$ cat config.mk
export PLATFORM = sky130hd
export DESIGN_NAME = uart_msg_tx
export DESIGN_NICKNAME = d
export VERILOG_FILES = /design/src/rtl/uart_msg_tx.sv
export SDC_FILE = /design/constraint.sdc
export NUM_CORES = 1
export LEC_CHECK = 0
export ABC_AREA = 1
export CAP_MARGIN = 30
export CORE_MARGIN = 8
export CORE_UTILIZATION = 40
export CTS_CLUSTER_SIZE = 30
export DETAILED_ROUTE_END_ITERATION = 8
export PLACE_DENSITY = 0.57
export SYNTH_ARGS = -nofsm -noshare
export SYNTH_HDL_FRONTEND = slang
export SYNTH_SLANG_ARGS = --single-unit
$ cat constraint.sdc
create_clock -name clk -period 4.6 [get_ports clk]
set_input_delay 0.69 -clock clk [delete_from_list [all_inputs] [get_ports clk]]
set_output_delay 0.69 -clock clk [all_outputs]
set_load 0.01 [all_outputs]
$ cat src/rtl/uart_msg_tx.sv
// 8N1 UART transmitter that sends one character of a fixed 16-char message per
// accepted strobe, with bit timing from a fractional-N phase accumulator.
module uart_msg_tx #(
    parameter int unsigned       ACC_W    = 32,
    parameter logic [ACC_W-1:0]  BAUD_INC = ACC_W'(10307922),
    parameter logic [127:0]      MESSAGE  = "HELLO UART 2HZ\r\n"
) (
    input  logic       clk,
    input  logic       rst_n,
    input  logic       en_in,
    input  logic [3:0] index_in,
    output logic       tx,
    output logic       busy,
    output logic [7:0] char_out,
    output logic       overrun
);

    typedef enum logic [1:0] {IDLE, START, DATA, STOP} state_t;

    state_t           state_q, state_d;
    logic [ACC_W-1:0] acc_q, acc_d;
    logic [2:0]       bit_q, bit_d;
    logic [7:0]       char_q, char_d;
    logic             tx_q, tx_d;
    logic             ovr_q, ovr_d;
    logic             accept;
    logic             tick;
    logic [ACC_W:0]   sum;

    // Carry out of the accumulator is the baud tick; it acts on the same edge.
    assign sum  = {1'b0, acc_q} + {1'b0, BAUD_INC};
    assign tick = sum[ACC_W];

    always_ff @(posedge clk or negedge rst_n) begin
        if (!rst_n) begin
            state_q <= IDLE;
            acc_q   <= '0;
            bit_q   <= '0;
            char_q  <= '0;
            tx_q    <= 1'b1;
            ovr_q   <= 1'b0;
        end else begin
            state_q <= state_d;
            acc_q   <= acc_d;
            bit_q   <= bit_d;
            char_q  <= char_d;
            tx_q    <= tx_d;
            ovr_q   <= ovr_d;
        end
    end

    always_comb begin
        state_d = state_q;
        bit_d   = bit_q;
        char_d  = char_q;
        ovr_d   = ovr_q;
        accept  = 1'b0;
        unique case (state_q)
            IDLE:  if (en_in) accept = 1'b1;
            START: if (tick) begin
                state_d = DATA;
                bit_d   = 3'd0;
            end
            DATA:  if (tick) begin
                if (bit_q == 3'd7) state_d = STOP;
                else               bit_d   = bit_q + 3'd1;
            end
            STOP:  if (tick) begin
                // A strobe on the final stop tick chains the next frame with no gap.
                if (en_in) accept  = 1'b1;
                else       state_d = IDLE;
            end
            default: state_d = IDLE;
        endcase
        if (en_in && !accept && state_q != IDLE) ovr_d = 1'b1;
        if (accept) begin
            state_d = START;
            char_d  = MESSAGE[8*(15-index_in) +: 8];
        end
        acc_d = accept ? '0 : sum[ACC_W-1:0];
    end

    // tx is decoded from next state so the registered line lines up with the state.
    always_comb begin
        tx_d = 1'b1;
        unique case (state_d)
            IDLE:    tx_d = 1'b1;
            START:   tx_d = 1'b0;
            DATA:    tx_d = char_d[bit_d];
            STOP:    tx_d = 1'b1;
            default: tx_d = 1'b1;
        endcase
    end

    assign tx       = tx_q;
    assign busy     = (state_q != IDLE);
    assign char_out = char_q;
    assign overrun  = ovr_q;

endmodule

# Word level (Yosys, flattened, before mapping)
# Index checks and enable logic that the tools add are counted.
# W data, S select, Z words.
dict set report classes {
  n_lt_le_gt_ge 1
  n_reduce_logical 7
  add_sub_neg 3
  eq_ne 7
  n_shift 1
  n_mux 19
}
# cell count
set ops {}
lappend ops {{$shiftx A128 B33 Y8 const A} 1}
lappend ops {{$add A32 B24 Y33 const B} 1}
lappend ops {{$mux W32} 1}
lappend ops {{$mux W2} 6}
lappend ops {{$mux W3} 3}
lappend ops {{$eq A2 B2 Y1 const B} 4}
lappend ops {{$mux W8} 1}
lappend ops {{$pmux W2 S3} 1}
lappend ops {{$pmux W3 S2} 1}
lappend ops {{$sub A4 B4 Y5 const A} 1}
lappend ops {{$eq A2 B1 Y1 const B} 2}
lappend ops {{$logic_not A2 Y1} 2}
lappend ops {{$lt A3 B4 Y1 const B} 1}
lappend ops {{$add A3 B1 Y3 const B} 1}
lappend ops {{$bmux W1 S3} 1}
lappend ops {{$eq A3 B3 Y1 const B} 1}
lappend ops {{$mux W1} 3}
lappend ops {{$pmux W1 S3} 1}
lappend ops {{$logic_and A1 B1 Y1} 2}
lappend ops {{$pmux W1 S2} 1}
lappend ops {{$reduce_bool A2 Y1} 1}
lappend ops {{$reduce_or A2 Y1} 1}
lappend ops {{$logic_not A1 Y1} 1}
dict set report totals {
  ff_bits 47
  wordCells 44
}

# Depth between registers and ports, before layout
# Gate-level depths: netlist (run 1).
dict set report logic_depth {
  depth_word 8
  depth_mapped 19
}

# Worst setup path after synthesis (run 1)
# No wires, ideal clock.
dict set report synth_path {
  path_type {register -> register}
  start {register acc_q[16]}
  end {register tx_q, in the netlist tx}
  required_ns 4.532
  stages_incl_launch_ff 18
  setup_time_ns 0.068
  path_slack_ns 2.356
  synth_period_minus_slack_ns 2.244
  t_arrival_ns 2.176
  cell_sequence {dfrtp_1 -> inv_1 -> nand2_1 -> nor2_2 -> nand2_1 -> nor2_2 -> nand2_4 -> nand2_4 -> nand2_4 -> nand2_4 -> nand2_4 -> buf_2 -> buf_4 -> nand3_1 -> inv_1 -> ha_1 -> inv_1 -> a21oi_2}
}
dict set report synth_between {
  elab_chain_len 7
}
# item line
set synth_lines {}
lappend synth_lines {{from (decl)} 21} ;# logic [ACC_W-1:0] acc_q, acc_d;
lappend synth_lines {{from (signal assigned)} 37} ;# acc_q <= '0;
lappend synth_lines {{from (signal assigned)} 44} ;# acc_q <= acc_d;
lappend synth_lines {{$add A32 B24 Y33 *} 31} ;# assign sum = {1'b0, acc_q} + {1'b0, BAUD_INC};
lappend synth_lines {{$mux W2 (tied with other cells)} 68} ;# STOP: if (tick) begin
lappend synth_lines {{$pmux W2 S3 or $pmux W1 S2 (tied branches)} 58} ;# unique case (state_q)
lappend synth_lines {{$mux W2 *} 76} ;# if (accept) begin
lappend synth_lines {{named net state_d[1]} 20} ;# state_t state_q, state_d;
lappend synth_lines {{$eq A2 B2 Y1 or $logic_not A2 Y1 (tied branches)} 86} ;# unique case (state_d)
lappend synth_lines {{$reduce_or A2 Y1 (no line)} -}
lappend synth_lines {{$pmux W1 S3 *} 86}
lappend synth_lines {{named net tx_d} 24} ;# logic tx_q, tx_d;
lappend synth_lines {{to (signal assigned)} 47} ;# tx_q <= tx_d;
lappend synth_lines {{to (decl)} 24}
# The timed path passes the listed nets; every way through them passes the cells marked *. The select of a mux whose other input is x is not followed.
# A chain may end at the register's enable or synchronous reset.

# Worst setup path in the final report (run 1)
dict set report layout_path {
  start {register state_q[0]}
  end {output port busy}
}
dict set report layout_between {
  elab_chain_len 1
}
# item line
set layout_lines {}
lappend layout_lines {{from (decl)} 20}
lappend layout_lines {{from (signal assigned)} 43} ;# state_q <= state_d;
lappend layout_lines {{$reduce_bool A2 Y1} 96} ;# assign busy = (state_q != IDLE);
lappend layout_lines {{to (decl)} 13} ;# output logic busy,
# Every way passes these cells.

==> impl_metrics.prom, run 1 <==
# TYPE chip_impl_metric gauge
chip_impl_metric{name="numPlacedInstances",unit=""} 508
chip_impl_metric{name="clock_latency_reported_for_the_late_side_of_the_worst_skew_pair",unit="ps"} 300
chip_impl_metric{name="synth.mux.area_fraction",unit="%"} 0
chip_impl_metric{name="boundaryPins",unit=""} 18
chip_impl_metric{name="synthesis.nets",unit=""} 417
chip_impl_metric{name="timing.max_cap.violations",unit=""} 0
chip_impl_metric{name="vias_in_the_first_global_route",unit=""} 2394
chip_impl_metric{name="synthesis.area_per_instance",unit="µm²"} 7.39
chip_impl_metric{name="grt_antenna_before_repair",unit=""} 0
chip_impl_metric{name="timing.final.max_slew_violations",unit=""} 0
chip_impl_info{name="critPathMostFrequentCell",value="inv_1"} 1
chip_impl_info{name="cp_cell_sequence",value="inv_1 > ha_1 > inv_1 > clkdlybuf4s50_1"} 1
chip_impl_metric{name="postRouteAntennaNets",unit=""} 0
chip_impl_info{name="layout.cells.most_common_list",value="nand2_1 (95), inv_1 (69), dfrtp_1 (45), nor2_1 (39), nand3_1 (29)"} 1
chip_impl_metric{name="cts.htree.levels",unit=""} 2
chip_impl_metric{name="place_worst_setup_slack",unit="ps"} 2000
chip_impl_metric{name="post-cts-setup-buffers",unit=""} 0
chip_impl_metric{name="hpwl",unit="µm"} 4620
chip_impl_metric{name="critPathMaxFanout",unit=""} 5
chip_impl_metric{name="synth-seq-cells",unit=""} 46
chip_impl_metric{name="cts.repair.resized",unit=""} 0
chip_impl_metric{name="vias",unit=""} 2441
chip_impl_metric{name="core_region_area",unit="µm²"} 7180
chip_impl_metric{name="fin_util",unit="%"} 45.9
chip_impl_metric{name="die_h",unit="µm"} 101
chip_impl_metric{name="delay_of_the_slowest_critical_path_stage",unit="ps"} 560
chip_impl_info{name="setup.worst_path.class",value="reg2out"} 1
chip_impl_metric{name="vias_per_cell",unit=""} 4.73
chip_impl_metric{name="setup_violating_endpoint_count_in_the_final_report",unit=""} 0
chip_impl_metric{name="dieArea",unit="µm²"} 10300
chip_impl_metric{name="worstPathRequired",unit="ps"} 3910
chip_impl_metric{name="num-nets-final",unit=""} 438
chip_impl_metric{name="synth.distinct_cells",unit=""} 37
chip_impl_metric{name="gp_congestion",unit=""} 0.852
chip_impl_info{name="cp_max_delay_cell",value="clkdlybuf4s50_1"} 1
chip_impl_info{name="cp-end-kind",value="output port"} 1
chip_impl_metric{name="drc",unit=""} 0
chip_impl_metric{name="synth-async-reset-ratio",unit="%"} 100
chip_impl_metric{name="period_share",unit="%"} 51.9
chip_impl_metric{name="area_delta_synth_final",unit="%"} 12.7
chip_impl_info{name="hold_class",value="in2async"} 1
chip_impl_metric{name="synth_cells",unit=""} 395
chip_impl_metric{name="post_synth_and_or_nand_nor_area_fraction",unit="%"} 30.5
chip_impl_metric{name="grt_util_overall",unit="%"} 12.8
chip_impl_metric{name="synth-compound-area-share",unit="%"} 11.1
chip_impl_info{name="layout.cells.most_common",value="nand2_1"} 1
chip_impl_metric{name="num_rows",unit=""} 31
chip_impl_metric{name="timing_hold_violations_final",unit=""} 0
chip_impl_metric{name="power.leakage",unit="nW"} 1.70
chip_impl_metric{name="layout_min_cycle_time",unit="ps"} 2390
chip_impl_metric{name="drt_pass1_iterations",unit=""} 4
chip_impl_metric{name="largest_net_degree_at_the_start_of_global_routing",unit=""} 31
chip_impl_info{name="start_kind",value="register"} 1
chip_impl_metric{name="syn_area",unit="µm²"} 2920
chip_impl_info{name="yosys_most_used_dff",value="dfrtp_1"} 1
chip_impl_metric{name="max-clock-path-buffers",unit=""} 2
chip_impl_metric{name="final_layout_size_suffix_gt1_share",unit="%"} 7.67
chip_impl_info{name="cts_root_buffer",value="clkbuf_8"} 1
chip_impl_metric{name="die_w",unit="µm"} 101
chip_impl_metric{name="max_slew.worst_pin.slew",unit="ps"} 486
chip_impl_metric{name="worst_ir_drop_vdd",unit="µV"} 93.7
chip_impl_metric{name="slew_headroom",unit="%"} 67.6
chip_impl_metric{name="floorplan.initialDensity",unit="%"} 40.7
chip_impl_metric{name="wirelength",unit="µm"} 6090
chip_impl_metric{name="detailedRoute.firstIterationViolations",unit=""} 123
chip_impl_metric{name="grt_first_pass_wirelength",unit="µm"} 10600
chip_impl_metric{name="final.setup_skew",unit="ps"} 9.50
chip_impl_metric{name="yosys_warnings",unit=""} 0
chip_impl_metric{name="clk_pin_slew_worst_paths",unit="ps"} 90
chip_impl_metric{name="f_max",unit="GHz"} 0.419
chip_impl_metric{name="fin_setup_tns",unit="ps"} 0
chip_impl_metric{name="cts_hold_buf",unit=""} 0
chip_impl_metric{name="clock_sink_count",unit=""} 46
chip_impl_metric{name="yosys.area_share.xor_xnor",unit="%"} 2.70
chip_impl_metric{name="wl_per_cell",unit="µm"} 11.8
chip_impl_metric{name="worst-endpoint-arrival",unit="ps"} 1700
chip_impl_metric{name="power-per-cell-area",unit="nW/µm²"} 208
chip_impl_info{name="outcome",value="completed"} 1
chip_impl_metric{name="n_antenna_cell",unit=""} 0
chip_impl_metric{name="cts_inserted_buffers",unit=""} 5
chip_impl_metric{name="grt_remaining_overflow",unit=""} 0
chip_impl_metric{name="final_cell_count_no_fill",unit=""} 516
chip_impl_metric{name="timing.final.ws_setup",unit="ps"} 2210
chip_impl_metric{name="synthAdderAreaFrac",unit="%"} 6.43
chip_impl_info{name="rsz0062_at_grt",value="false"} 1
chip_impl_metric{name="synth.yosys.seq_area_share",unit="%"} 39.5
chip_impl_info{name="cts_tree",value="yes"} 1
chip_impl_info{name="dominant_combinational_cell_family_by_area_after_synthesis",value="simple AND/OR/NAND/NOR gates"} 1
chip_impl_metric{name="synth-edff-count",unit=""} 0
chip_impl_metric{name="number_of_port_buffers",unit=""} 17
==> cell type report <==
class / instances / area (µm²)
timing repair buffer: 18 / 185
fill: 727 / 3880
tap: 99 / 124
inverter: 71 / 267
multi-input combinational: 274 / 1480
clock buffer: 7 / 76.3
sequential: 46 / 1150
clock inverter: 1 / 7.51
==> worst max-delay path: cells and delay by family (launching register included) <==
family | cells | cell delay, ps
fa+ha+maj | 1 | 210
buf+inv | 3 | 800
flops | 1 | 390
==> metrics by stage <==
step | instance area (µm²) | hold slack, ps | total power [mW]
after floorplan | 2920 | 394 | 0.425
after global placement | 3190 | 453 | 0.443
after detailed placement | 3210 | 454 | 0.445
after CTS | 3290 | 319 | 0.699
after global routing | 3290 | 337 | 0.715
final | 3290 | 317 | 0.684
==> final timing paths <==
path	from	endpoint	slack [ps]	depth (start not counted)
worst min-delay path	rst_n	acc_q[9]$_DFF_PN0_	320	1
worst max register to register	acc_q[16]$_DFF_PN0_	tx$_DFF_PN1_	2240	15
min in group clk	overrun$_DFFE_PN0P_	overrun$_DFFE_PN0P_	470	1
max in group asynchronous	rst_n	tx$_DFF_PN1_	3700	2
worst min register to register	overrun$_DFFE_PN0P_	overrun$_DFFE_PN0P_	470	1
worst max-delay path	state_q[0]$_DFF_PN0_	busy	2210	4
==> cells in the mapped netlist, types with 2 or more instances <==
library cell  count  area share (%)
inv_2             2            0.26
nor3b_1           2            0.51
ha_1             15             6.4
nand4_1           3            0.64
nor2_1           39             5.0
xor2_1            8             2.4
inv_1            69             8.9
a31oi_1           5             1.1
nand3_1          29             5.0
nor2_2            7             1.5
a31o_2            2            0.60
o21ai_1           2            0.34
a21oi_1          20             3.4
nand2_1          95              12
o21ai_0          18             3.1
dfrtp_1          45              39
nand3b_1          2            0.51
nand3_2           3             1.0
nor3_1            5            0.86
nand2_4           5             1.9
o21bai_1          2            0.51
buf_2             2            0.34
==> registers in the layout, indices dropped and copies added (netlist names) <==
signal and cells:
state_q 2, acc_q 31, bit_q 3, char_out 8, overrun 1, tx 1
==> power by group <==
group          internal (mW)         switching [mW]  total, mW
combinational         0.0119                 0.0202     0.0321
clock                  0.108                  0.140      0.248
sequential             0.404  0.0000000000000000186      0.404
==> kinds of logic (layout without fill, tap and decap cells) <==
kind of cell	count (synthesis)	count (layout)
buf+inv	75	97
flops	46	46
simple gates	194	194
fa+ha+maj	15	15
compound gates	56	56
xor+xnor	9	9
==> layer usage <==
metal	track usage (%)	vias up	share of wire [%]
li1	-	1294	-
met1	15.4	1108	48
met2	21.4	29	47
met3	3.57	10	4.0
met4	4.47	0	1.6
met5	0	-	0
Note: power is estimated with default switching activity, not from simulation.
==> run 2, diff against run 1 <==
==> constraint.sdc (replaced) <==
create_clock -name clk -period 2.4 [get_ports clk]
set_input_delay 0.36 -clock clk [delete_from_list [all_inputs] [get_ports clk]]
set_output_delay 0.36 -clock clk [all_outputs]
set_load 0.01 [all_outputs]
==> run 2 against run 1 <==
Core utilization is 0.85 points higher. Largest power group unchanged. Sequential cell count stayed put. Largest cell class unchanged. Register-to-register slack worse by 2100 ps. Clock skew is 1.1 ps higher. Critical path type is now reg2reg. First-iteration DRC count is 48% lower. Sequential power is 92% higher. Cell area is 1.9% higher. Via count is 1.6% higher. Clock power is 88% higher. Hold slack worse by 280 ps. Highest routed layer unchanged.
==> impl_metrics.prom, run 2 (synthesis results as in run 1) <==
# TYPE chip_impl_metric gauge
chip_impl_metric{name="worstPathRequired",unit="ps"} 2650
chip_impl_metric{name="timing.max_cap.violations",unit=""} 0
chip_impl_metric{name="clock_latency_reported_for_the_late_side_of_the_worst_skew_pair",unit="ps"} 310
chip_impl_metric{name="max-clock-path-buffers",unit=""} 2
chip_impl_metric{name="hpwl",unit="µm"} 4760
chip_impl_metric{name="n_antenna_cell",unit=""} 0
chip_impl_metric{name="num-nets-final",unit=""} 445
chip_impl_metric{name="max_slew.worst_pin.slew",unit="ps"} 559
chip_impl_metric{name="period_share",unit="%"} 92.2
chip_impl_metric{name="grt_first_pass_wirelength",unit="µm"} 11100
chip_impl_info{name="setup.worst_path.class",value="reg2reg"} 1
chip_impl_metric{name="wirelength",unit="µm"} 6300
chip_impl_metric{name="timing_hold_violations_final",unit=""} 0
chip_impl_metric{name="grt_util_overall",unit="%"} 13.6
chip_impl_metric{name="power.leakage",unit="nW"} 1.72
chip_impl_metric{name="setup_violating_endpoint_count_in_the_final_report",unit=""} 0
chip_impl_metric{name="area_delta_synth_final",unit="%"} 14.8
chip_impl_info{name="biggest_register",value="acc_q"} 1
chip_impl_metric{name="cts_inserted_buffers",unit=""} 5
chip_impl_metric{name="die_h",unit="µm"} 101
chip_impl_metric{name="worst_ir_drop_vdd",unit="µV"} 236
chip_impl_info{name="outcome",value="completed"} 1
chip_impl_info{name="cp-end-kind",value="register"} 1
chip_impl_info{name="layout.cells.most_common",value="nand2_1"} 1
chip_impl_info{name="cts_tree",value="yes"} 1
chip_impl_metric{name="num_rows",unit=""} 31
chip_impl_info{name="rsz0062_at_grt",value="true"} 1
chip_impl_metric{name="numPlacedInstances",unit=""} 514
chip_impl_metric{name="wl_per_cell",unit="µm"} 12.1
chip_impl_metric{name="grt_antenna_before_repair",unit=""} 0
chip_impl_metric{name="gp_congestion",unit=""} 0.830
chip_impl_metric{name="core_region_area",unit="µm²"} 7180
chip_impl_metric{name="clock_sink_count",unit=""} 46
chip_impl_metric{name="drt_pass1_iterations",unit=""} 4
chip_impl_metric{name="p_total",unit="mW"} 1.30
chip_impl_metric{name="slew_headroom",unit="%"} 62.7
chip_impl_metric{name="vias_in_the_first_global_route",unit=""} 2470
chip_impl_metric{name="layout_min_cycle_time",unit="ps"} 2210
chip_impl_info{name="start_kind",value="register"} 1
chip_impl_metric{name="fill_cells",unit=""} 738
chip_impl_metric{name="worst-endpoint-arrival",unit="ps"} 2460
chip_impl_metric{name="vias_per_cell",unit=""} 4.75
chip_impl_metric{name="fin_setup_tns",unit="ps"} 0
chip_impl_metric{name="die_w",unit="µm"} 101
chip_impl_metric{name="timing.final.max_slew_violations",unit=""} 0
chip_impl_metric{name="final_cell_count_no_fill",unit=""} 522
chip_impl_metric{name="f_max",unit="GHz"} 0.452
chip_impl_metric{name="vias",unit=""} 2479
chip_impl_metric{name="largest_net_degree_at_the_start_of_global_routing",unit=""} 24
chip_impl_metric{name="critPathMaxFanout",unit=""} 13
chip_impl_metric{name="finalHoldWorstSlack",unit="ps"} 34.8
chip_impl_metric{name="detailedRoute.firstIterationViolations",unit=""} 64
chip_impl_metric{name="largest_reg_flops",unit=""} 31
chip_impl_info{name="cts_root_buffer",value="clkbuf_8"} 1
chip_impl_metric{name="cts_hold_buf",unit=""} 0
chip_impl_metric{name="number_of_port_buffers",unit=""} 17
chip_impl_metric{name="final_layout_size_suffix_gt1_share",unit="%"} 9.46
chip_impl_metric{name="power-per-cell-area",unit="nW/µm²"} 388
chip_impl_metric{name="register_to_register_setup_slack",unit="ps"} 190
chip_impl_info{name="layout.cells.most_common_list",value="nand2_1 (94), inv_1 (69), dfrtp_1 (45), nor2_1 (39), nand3_1 (29)"} 1
chip_impl_metric{name="drc",unit=""} 0
chip_impl_metric{name="clk_pin_slew_worst_paths",unit="ps"} 90
chip_impl_metric{name="final.setup_skew",unit="ps"} 10.6
chip_impl_metric{name="postRouteAntennaNets",unit=""} 0
chip_impl_metric{name="boundaryPins",unit=""} 18
chip_impl_info{name="hold_class",value="in2async"} 1
chip_impl_metric{name="dieArea",unit="µm²"} 10300
chip_impl_metric{name="cts.htree.levels",unit=""} 2
chip_impl_metric{name="grt_remaining_overflow",unit=""} 0
chip_impl_metric{name="floorplan.initialDensity",unit="%"} 40.7
==> run 2: cell types whose count changed in the layout (fill, tap and decap cells not counted), sizes merged <==
cell	change
clkinvlp	-1
buf	+7
==> run 2: routing by layer <==
metal / track usage, % / vias up / routed length [µm]
met3: 4.05 / 7 / 248
li1: - / 1306 / -
met5: 0 / - / 0
met4: 3.67 / 0 / 75
met2: 23.5 / 29 / 3030
met1: 16.0 / 1137 / 2950
==> run 2: worst paths after layout <==
check,depth (start not counted),end,startpoint
max in group asynchronous,2,tx$_DFF_PN1_,rst_n
max,15,tx$_DFF_PN1_,acc_q[16]$_DFF_PN0_
min in group clk,1,acc_q[22]$_DFF_PN0_,acc_q[22]$_DFF_PN0_
min reg2reg,1,acc_q[22]$_DFF_PN0_,acc_q[22]$_DFF_PN0_
min,1,acc_q[18]$_DFF_PN0_,rst_n
max reg2reg,15,tx$_DFF_PN1_,acc_q[16]$_DFF_PN0_
==> run 2: per-stage QoR <==
stage / instance area [µm²] / setup slack [ps] / utilization [%]
after detailed placement: 3240 / 112 / 45.2
final: 3350 / 187 / 46.7
after floorplan: 2920 / 156 / -
after global placement: 3240 / 132 / 45.2
after global routing: 3350 / -47.7 / 46.7
after CTS: 3320 / 102 / 46.2
==> run 2: cell type report <==
| class | instances | area (µm²) | area share [%] |
|---|---|---|---|
| Multi-Input combinational cell | 274 | 1510 | 45.0 |
| Sequential cell | 46 | 1150 | 34.4 |
| Inverter | 71 | 267 | 7.95 |
| Timing Repair Buffer | 25 | 225 | 6.72 |
| Tap cell | 99 | 124 | 3.69 |
| Clock buffer | 7 | 76.3 | 2.28 |
==> run 2: critical path, cell delays in order, from the launching register on <==
cell	delay, ps
dfrtp_1	410
inv_1	130
nand2_1	110
nor2_2	170
nand2_1	80
nor2_2	160
nand2_4	80
nand2_4	100
nand2_4	70
nand2_8	100
nand2_8	90
o21ai_0	100
nor2_1	100
ha_1	280
inv_1	40
a21oi_2	130
==> run 2: what timing repair did <==
action | CTS | global route
setup endpoints to repair | 0 | 5
resized for setup | 0 | 6
buffers inserted | 0 | 1
==> run 2: report_power, final <==
part | internal [mW] | total [mW] | switching (mW)
Clock | 0.201 | 0.466 | 0.265
Combinational | 0.0215 | 0.0603 | 0.0388
Sequential | 0.774 | 0.774 | 0.0000000000000000403
